File: config.mk
export PLATFORM = sky130hd
export DESIGN_NAME = frame_capture_ctrl
export DESIGN_NICKNAME = d
export VERILOG_FILES = /design/src/rtl/video_ctrl_pkg.sv /design/src/rtl/frame_size_check.sv /design/src/rtl/frame_capture_ctrl.sv
export SDC_FILE = /design/constraint.sdc
export NUM_CORES = 1
export LEC_CHECK = 0
export ABC_AREA = 1
export CAP_MARGIN = 10
export CORE_MARGIN = 5
export CORE_UTILIZATION = 38
export CTS_CLUSTER_SIZE = 12
export DETAILED_ROUTE_END_ITERATION = 6
export GPL_TIMING_DRIVEN = 0
export PLACE_DENSITY = 0.84
export SLEW_MARGIN = 5
export SYNTH_ARGS = -nofsm -noshare
export SYNTH_HDL_FRONTEND = slang
export SYNTH_SLANG_ARGS = --single-unit
File: constraint.sdc
create_clock -name clk -period 1.6 [get_ports clk]
set_clock_uncertainty 0.15 [all_clocks]
set_input_delay 0.32 -clock clk [delete_from_list [all_inputs] [get_ports clk]]
set_output_delay 0.32 -clock clk [all_outputs]
set_load 0.01 [all_outputs]
File: src/rtl/video_ctrl_pkg.sv
// Shared state encoding and sizing helpers for the frame capture controller.
// FRAME_CHECK_EN adds the FLUSH state used after a malformed frame.
package video_ctrl_pkg;

    localparam int DATA_W       = 24;
    localparam int DEF_WIDTH    = 640;
    localparam int DEF_HEIGHT   = 480;
    localparam int FRAME_PIXELS = DEF_WIDTH * DEF_HEIGHT;

    typedef enum logic [2:0] {
        IDLE,
        ARM,
        PASS,
        DONE
`ifdef FRAME_CHECK_EN
        ,
        FLUSH
`endif
    } cap_state_e;

    function automatic int frame_pixels(input int w, input int h);
        return w * h;
    endfunction

    // Bits needed to hold the values 0..n inclusive.
    function automatic int cnt_width(input int n);
        return (n < 1) ? 1 : $clog2(n + 1);
    endfunction

endpackage

File: src/rtl/frame_size_check.sv
// Counts the beats of a frame after its startofpacket beat and flags a
// length other than WIDTH*HEIGHT when the endofpacket beat is accepted.
module frame_size_check
    import video_ctrl_pkg::*;
#(
    parameter int WIDTH  = DEF_WIDTH,
    parameter int HEIGHT = DEF_HEIGHT
) (
    input  logic clk,
    input  logic reset_n,
    input  logic sop_beat,
    input  logic body_beat,
    input  logic eop_beat,
    output logic size_err
);

    localparam int PIXELS = frame_pixels(WIDTH, HEIGHT);
    localparam int CW     = cnt_width(PIXELS);
    localparam logic [CW-1:0] CNT_MAX = CW'(PIXELS);

    logic [CW-1:0] beat_cnt;
    logic [CW-1:0] cnt_base;
    logic [CW:0]   cnt_total;

    // The eop beat itself is part of the count, so judge the total including it.
    assign cnt_base  = sop_beat ? '0 : beat_cnt;
    assign cnt_total = {1'b0, cnt_base} + {{CW{1'b0}}, body_beat};
    assign size_err  = eop_beat && (cnt_total != {1'b0, CNT_MAX});

    // Saturating at PIXELS still yields a mismatch for any longer frame.
    always_ff @(posedge clk or negedge reset_n) begin
        if (!reset_n) begin
            beat_cnt <= '0;
        end else if (sop_beat) begin
            beat_cnt <= '0;
        end else if (body_beat && (beat_cnt != CNT_MAX)) begin
            beat_cnt <= beat_cnt + CW'(1);
        end
    end

endmodule

File: src/rtl/frame_capture_ctrl.sv
// Frame capture controller: gates an Avalon-ST video stream to whole frames.
// Define FRAME_CHECK_EN to add frame-size checking with a stream-reset flush.
module frame_capture_ctrl
    import video_ctrl_pkg::*;
#(
    parameter int WIDTH         = DEF_WIDTH,
    parameter int HEIGHT        = DEF_HEIGHT,
    parameter int SRESET_CYCLES = 4
) (
    input  logic              clk,
    input  logic              reset_n,
    input  logic [DATA_W-1:0] snk_data,
    input  logic              snk_valid,
    input  logic              snk_startofpacket,
    input  logic              snk_endofpacket,
    output logic              snk_ready,
    output logic [DATA_W-1:0] src_data,
    output logic              src_valid,
    output logic              src_startofpacket,
    output logic              src_endofpacket,
    input  logic              src_ready,
    input  logic              capture_req,
    input  logic              continuous,
    output logic              frame_transition,
    output logic              sreset,
    output logic              busy,
    output logic              frame_err,
    output logic [15:0]       frame_count
);

    cap_state_e  state;
    cap_state_e  state_nxt;
    logic        pending;
    logic [15:0] frame_count_q;
    logic        sop_take;
    logic        pass_take;
    logic        eop_take;

    assign sop_take  = (state == ARM) && snk_valid && snk_startofpacket && src_ready;
    assign pass_take = (state == PASS) && snk_valid && src_ready;
    assign eop_take  = (sop_take || pass_take) && snk_endofpacket;

`ifdef FRAME_CHECK_EN
    localparam int FCW = cnt_width(SRESET_CYCLES);
    localparam logic [FCW-1:0] FLUSH_LAST = FCW'(SRESET_CYCLES - 1);

    logic           size_err;
    logic           frame_bad;
    logic           frame_err_q;
    logic [FCW-1:0] flush_cnt;

    frame_size_check #(
        .WIDTH  (WIDTH),
        .HEIGHT (HEIGHT)
    ) u_size_check (
        .clk       (clk),
        .reset_n   (reset_n),
        .sop_beat  (sop_take),
        .body_beat (pass_take),
        .eop_beat  (eop_take),
        .size_err  (size_err)
    );

    assign frame_bad = size_err || (pass_take && snk_startofpacket);

    always_ff @(posedge clk or negedge reset_n) begin
        if (!reset_n) begin
            frame_err_q <= 1'b0;
            flush_cnt   <= '0;
        end else begin
            if ((state_nxt == FLUSH) && (state != FLUSH)) begin
                frame_err_q <= 1'b1;
            end else if (capture_req) begin
                frame_err_q <= 1'b0;
            end
            flush_cnt <= (state == FLUSH) ? flush_cnt + FCW'(1) : '0;
        end
    end

    assign sreset    = (state == FLUSH);
    assign frame_err = frame_err_q;
`else
    assign sreset    = 1'b0;
    assign frame_err = 1'b0;
`endif

    always_ff @(posedge clk or negedge reset_n) begin
        if (!reset_n) begin
            state <= IDLE;
        end else begin
            state <= state_nxt;
        end
    end

    always_comb begin
        state_nxt = state;
        case (state)
            IDLE: if (capture_req || continuous) state_nxt = ARM;
            ARM, PASS: begin
                if (sop_take) state_nxt = PASS;
                if (eop_take) state_nxt = DONE;
`ifdef FRAME_CHECK_EN
                if (frame_bad) state_nxt = FLUSH;
`endif
            end
            DONE: state_nxt = (continuous || pending || capture_req) ? ARM : IDLE;
`ifdef FRAME_CHECK_EN
            FLUSH: if (flush_cnt == FLUSH_LAST) state_nxt = IDLE;
`endif
            default: state_nxt = IDLE;
        endcase
    end

    // Only sop beats are offered downstream while armed; everything else is dropped.
    always_comb begin
        src_valid = 1'b0;
        snk_ready = 1'b1;
        case (state)
            ARM: begin
                src_valid = snk_valid && snk_startofpacket;
                snk_ready = snk_startofpacket ? src_ready : 1'b1;
            end
            PASS: begin
                src_valid = snk_valid;
                snk_ready = src_ready;
            end
            DONE:    snk_ready = 1'b0;
            default: ;
        endcase
    end

    assign src_data          = snk_data;
    assign src_startofpacket = snk_startofpacket;
    assign src_endofpacket   = snk_endofpacket;
    assign busy              = (state != IDLE);
    assign frame_transition  = (state == DONE);
    assign frame_count       = frame_count_q;

    // A request is remembered once; entering ARM consumes it.
    always_ff @(posedge clk or negedge reset_n) begin
        if (!reset_n) begin
            pending       <= 1'b0;
            frame_count_q <= '0;
        end else begin
            if ((state_nxt == ARM) && (state != ARM)) begin
                pending <= 1'b0;
            end else if (capture_req && ((state == ARM) || (state == PASS) || (state == DONE))) begin
                pending <= 1'b1;
            end
            if (state == DONE) begin
                frame_count_q <= frame_count_q + 16'd1;
            end
        end
    end

endmodule

* Yosys cells after proc, flatten, opt, wreduce, memory -nomap -nowiden *
Index checks and enable logic that the tools add are counted.

storage, ports and cells
  flip-flop bits (word level) = 20
  output and inout port bits = 48

cells by class
  $add $sub $neg = 1
  eq/ne operators = 5
  mux-type cells = 10
  reductions and logical operators = 19

operator list
  kind                                                                     count
  16-bit by 1-bit adder with 16-bit output, second input constant          1
  1-bit logical AND                                                        9
  3-bit 2-to-1 mux                                                         3
  3-bit one-hot mux with 3 select lines                                    1
  3-bit by 1-bit equality test with 1-bit output, second input constant    2
  3-bit by 2-bit equality test with 1-bit output, second input constant    2
  1-bit logical OR                                                         6
  1-bit 2-to-1 mux                                                         4
  3-bit zero test                                                          1
  3-bit by 1-bit inequality test with 1-bit output, second input constant  1
  1-bit one-hot mux with 3 select lines                                    1
  3-bit nonzero test                                                       1
  1-bit one-hot mux with 2 select lines                                    1
  2-bit nonzero test                                                       1
  2-bit OR reduction                                                       1

* Depth between registers and ports, before layout *
  depth after elaboration = 11
  depth in mapped cells = 8
  gate-level depth less buffers = 8

* Least setup slack after synthesis *
Ideal clock, no wire load.

  kind = flip-flop to output port
  start point = register state[0]
  end point = output snk_ready
  arrival time = 0.977 ns
  path slack = 0.153 ns
  cell stages (with the launch flop) = 5
  buffers on the path = 1
  cell sequence = dfrtp_1 -> nand2_2 -> nor2_4 -> buf_4 -> o221ai_1

between the ends
  cells in the longest elaborated chain, start to end = 2
  elaborated cells between the ends (all ways) = 4
  classes of those cells = eq/ne: 3; mux: 1

ends and longest elaborated chain
  item                                            line                       source
  start: declaration                              frame_capture_ctrl.sv:31   cap_state_e state;
  start signal: assignment                        frame_capture_ctrl.sv:91   state <= state_nxt;
  3-bit by 2-bit equality test with 1-bit output  -
  net frame_transition                            frame_capture_ctrl.sv:24   output logic frame_transition,
  1-bit one-hot mux with 3 select lines           frame_capture_ctrl.sv:118  case (state)
  end: declaration                                frame_capture_ctrl.sv:16   output logic snk_ready,

The timed path passes the listed nets, and every way through them passes these cells.

* Worst setup path after layout *
  start point = register state[0]
  end point = output snk_ready

between the ends
  cells in the longest elaborated chain, start to end = 2
  elaborated cells between the ends (all ways) = 4
  classes of those cells = eq/ne: 3; mux: 1

ends and longest elaborated chain
  item                                                                                                              line
  3-bit by 2-bit equality test with 1-bit output or 3-bit by 1-bit equality test with 1-bit output (tied branches)  frame_capture_ctrl.sv:118
  1-bit one-hot mux with 3 select lines *                                                                           frame_capture_ctrl.sv:118

Every way passes the cells marked *; elsewhere a longest branch is shown, timed or not.

==> results.py <==
metrics = {
    "final_layout": {
        "drive_above_1_share_pct": 32.8,
        "fillers": 286,
        "antenna-diode-count": 0,
        "area_growth_pct": 63.4,
        "final_area_mm2": 0.00223,
        "multi_input_area_um2": 658,
        "num-nets-final": 299,
        "layout.area.seq_um2": 504,
    },
    "clock_network": {
        "cts_tree": "yes",
        "clk_latency_ns": 0.31,
        "clk_pin_slew_ns": 0.12,
        "cts_num_sinks": 20,
        "ctsHoldBuffers": 0,
        "htree_num_levels": 1,
        "cts_inserted_buffers": 3,
        "cts_buffer_depth": 2,
        "root_buffer": "clkbuf_4",
    },
    "floorplanning": {
        "fp.coreArea_mm2": 0.00342,
        "dieWidth_um": 70.0,
        "rows": 21,
        "dieArea_mm2": 0.00489,
        "fp.dieH_um": 70.0,
        "initial_utilization_pct": 40.0,
        "io_pins": 80,
    },
    "worst_setup_path": {
        "reg2reg_to": "frame_count[8]",
        "critical_path_buf_inv_count": 3,
        "rr_worst_depth": 8,
        "slowest_delay_ns": 0.44,
        "cp.arrival_ns": 1.46,
        "cp.required_ns": 1.13,
        "cp_cell_sequence": "buf_4 > inv_2 > nand2_2 > nand2_4 > o221ai_2 > buf_2",
        "path_class": "register to output port",
        "reg2reg_from": "state[1]",
        "crit_cells": 6,
        "rrSetupSlack_ns": 0.03,
        "end_kind": "output port",
        "slowest_stage": "dfrtp_1",
        "cp_max_fo": 4,
        "crit_start": "state[0]",
        "start_kind": "register",
        "crit_family": "flip-flops",
    },
    "synthesis": {
        "synthesis.instances": 181,
        "yosysWarnings": 0,
        "synth_area_leaders": "dfrtp_1, buf_4, nand2_1",
        "yosysTopAreaCellShare_pct": 36.6,
        "synth-seq-cells": 20,
        "synth_top_area_cell": "dfrtp_1",
        "syn_avg_cell_area_um2": 7.55,
        "ys_types": 26,
        "netlist_area_mm2": 0.00137,
        "synth_seq_area_share_pct": 36.6,
    },
    "hold_path": {
        "hold_class": "register to register",
        "whs_path_depth": 2,
        "hp-start": "pending",
        "holdPathEnd": "pending",
    },
    "sta": {
        "finalCritPeriodShare_pct": 121,
        "setup_ws_ns": -0.334,
        "fin_crit_ns": 1.93,
        "setup_viol": 4,
        "fin_hold_ws_ns": 0.358,
        "final-hold-violation-count": 0,
        "rsz0062_at_grt": "true",
        "relSlewSlack_pct": 38.1,
        "slew_viol_final": 0,
        "worst_pin_slew_ns": 0.926,
        "fmax_mhz": 517,
    },
    "pwr": {
        "power_leakage_nw": 1.16,
        "peakVddDrop_mv": 0.585,
        "p_per_area_mw_per_mm2": 478,
    },
    "drt": {
        "vias": 1400,
        "wl_met2_um": 2060,
        "drc_errors": 0,
        "drt_iter0_drc": 41,
        "routed_wl_um": 3830,
        "wl_met1_um": 1380,
        "first_pass_iters": 4,
        "dr_wl_met3_um": 345,
        "viasPerCell": 4.50,
        "post_drt_wl_per_cell_um": 12.3,
        "routed.top_layer": "met4",
        "ant_nets": 0,
    },
    "outcome": {
        "violations": "negative setup slack",
        "status": "complete, but fails checks",
    },
    "place": {
        "port_buffers": 53,
        "place_area_mm2": 0.00196,
        "gp_congestion": 0.820,
        "hpwl_um": 2680,
    },
    "global_route": {
        "first_global_vias": 1409,
        "grt_max_degree": 21,
        "overflow": 0,
        "globalRouteTotalUtil_pct": 15.1,
        "antenna_found_initial": 0,
        "grt_first_pass_wirelength_um": 6130,
    },
    "run": {
        "drv_cap": 0,
    },
}
area by class of cell:
cell class                 instances  share of cell area (%)
sequential                        20                    22.6
inverter                          18                    3.14
buffer                            29                    9.92
clock buffer                       4                    1.63
tap                               46                    2.58
timing repair buffer              78                    30.7
multi-input combinational        116                    29.5
cell families after synthesis:
family / synth area share, %
AOI/OAI and AO/OA: 4.67
xor gates and xnor gates: 5.68
adders and majority gates: 0.916
buffers and inverters: 20.9
DFF: 36.6
other: 0.274
and+or+nand+nor: 31.0
Yosys cell counts (all sizes together):
library cell	count
a21boi	1
a21oi	1
buf	29
conb	1
dfrtp	20
ha	1
inv	18
nand2	58
nand3	5
nand3b	1
nand4	3
nor2	24
nor3	1
nor3b	1
o21ai	7
o221ai	1
o31ai	1
xnor2	4
xor2	4
layer usage:
| layer | up-vias | GRT usage (%) |
|---|---|---|
| met5 | - | 0 |
| met4 | 0 | 2.98 |
| met3 | 4 | 4.88 |
| met2 | 67 | 28.6 |
| met1 | 630 | 16.1 |
| li1 | 699 | - |
flip-flops by register name, indices dropped and copies added (netlist names):
register	cells
frame_count	16
state	3
pending	1
worst max path at each step:
| stage | endpoint | slack (ns) |
|---|---|---|
| floorplan | snk_ready | 0.15 |
| detailed placement | src_valid | -0.56 |
| global placement | src_valid | -0.51 |
| CTS | snk_ready | -0.30 |
| global route | snk_ready | -0.37 |
| finish | snk_ready | -0.33 |
per-stage QoR:
step           utilization, %  power, mW  instances  worst slack (ns)  setup TNS [ns]
2_1_floorplan               -      0.637        183             0.153               0
3_3_place_gp             57.4      0.749        282            -0.508           -1.82
3_5_place_dp             57.4      0.754        282            -0.561           -3.33
4_1_cts                  63.1       1.06        307            -0.300          -0.588
5_1_grt                  65.3       1.11        311            -0.365           -1.10
6_report                 65.3       1.07        311            -0.334          -0.820
cells in the final DEF, fill, tap and decap left out, drive strengths merged, types with 4 or more instances in the layout:
master,n
xnor2,4
nand3,5
xor2,4
nand2,58
o21ai,7
clkdlybuf4s50,30
clkbuf,5
buf,58
dfrtp,20
nor2,24
inv,18
dlygate4sd2,18
tightest hold or removal path, cell delays in order (launching register included):
cell and delay (ns):
dfrtp_1 0.36, o21ai_1 0.07, inv_1 0.05
report_power, final:
group	total (mW)	switching, mW	internal, mW
Combinational	0.241	0.0972	0.144
Sequential	0.526	0.0108	0.515
Clock	0.300	0.161	0.139
Total	1.07	0.269	0.799
repair_timing:
| item | CTS | global route |
|---|---|---|
| gates resized for setup | 51 | 15 |
| endpoints found under the hold margin | 0 | 0 |
| pin swaps | 4 | 8 |
| setup endpoints to repair | 22 | 8 |
| buffers inserted | 21 | 4 |
Power figures use the tool's default switching activity.
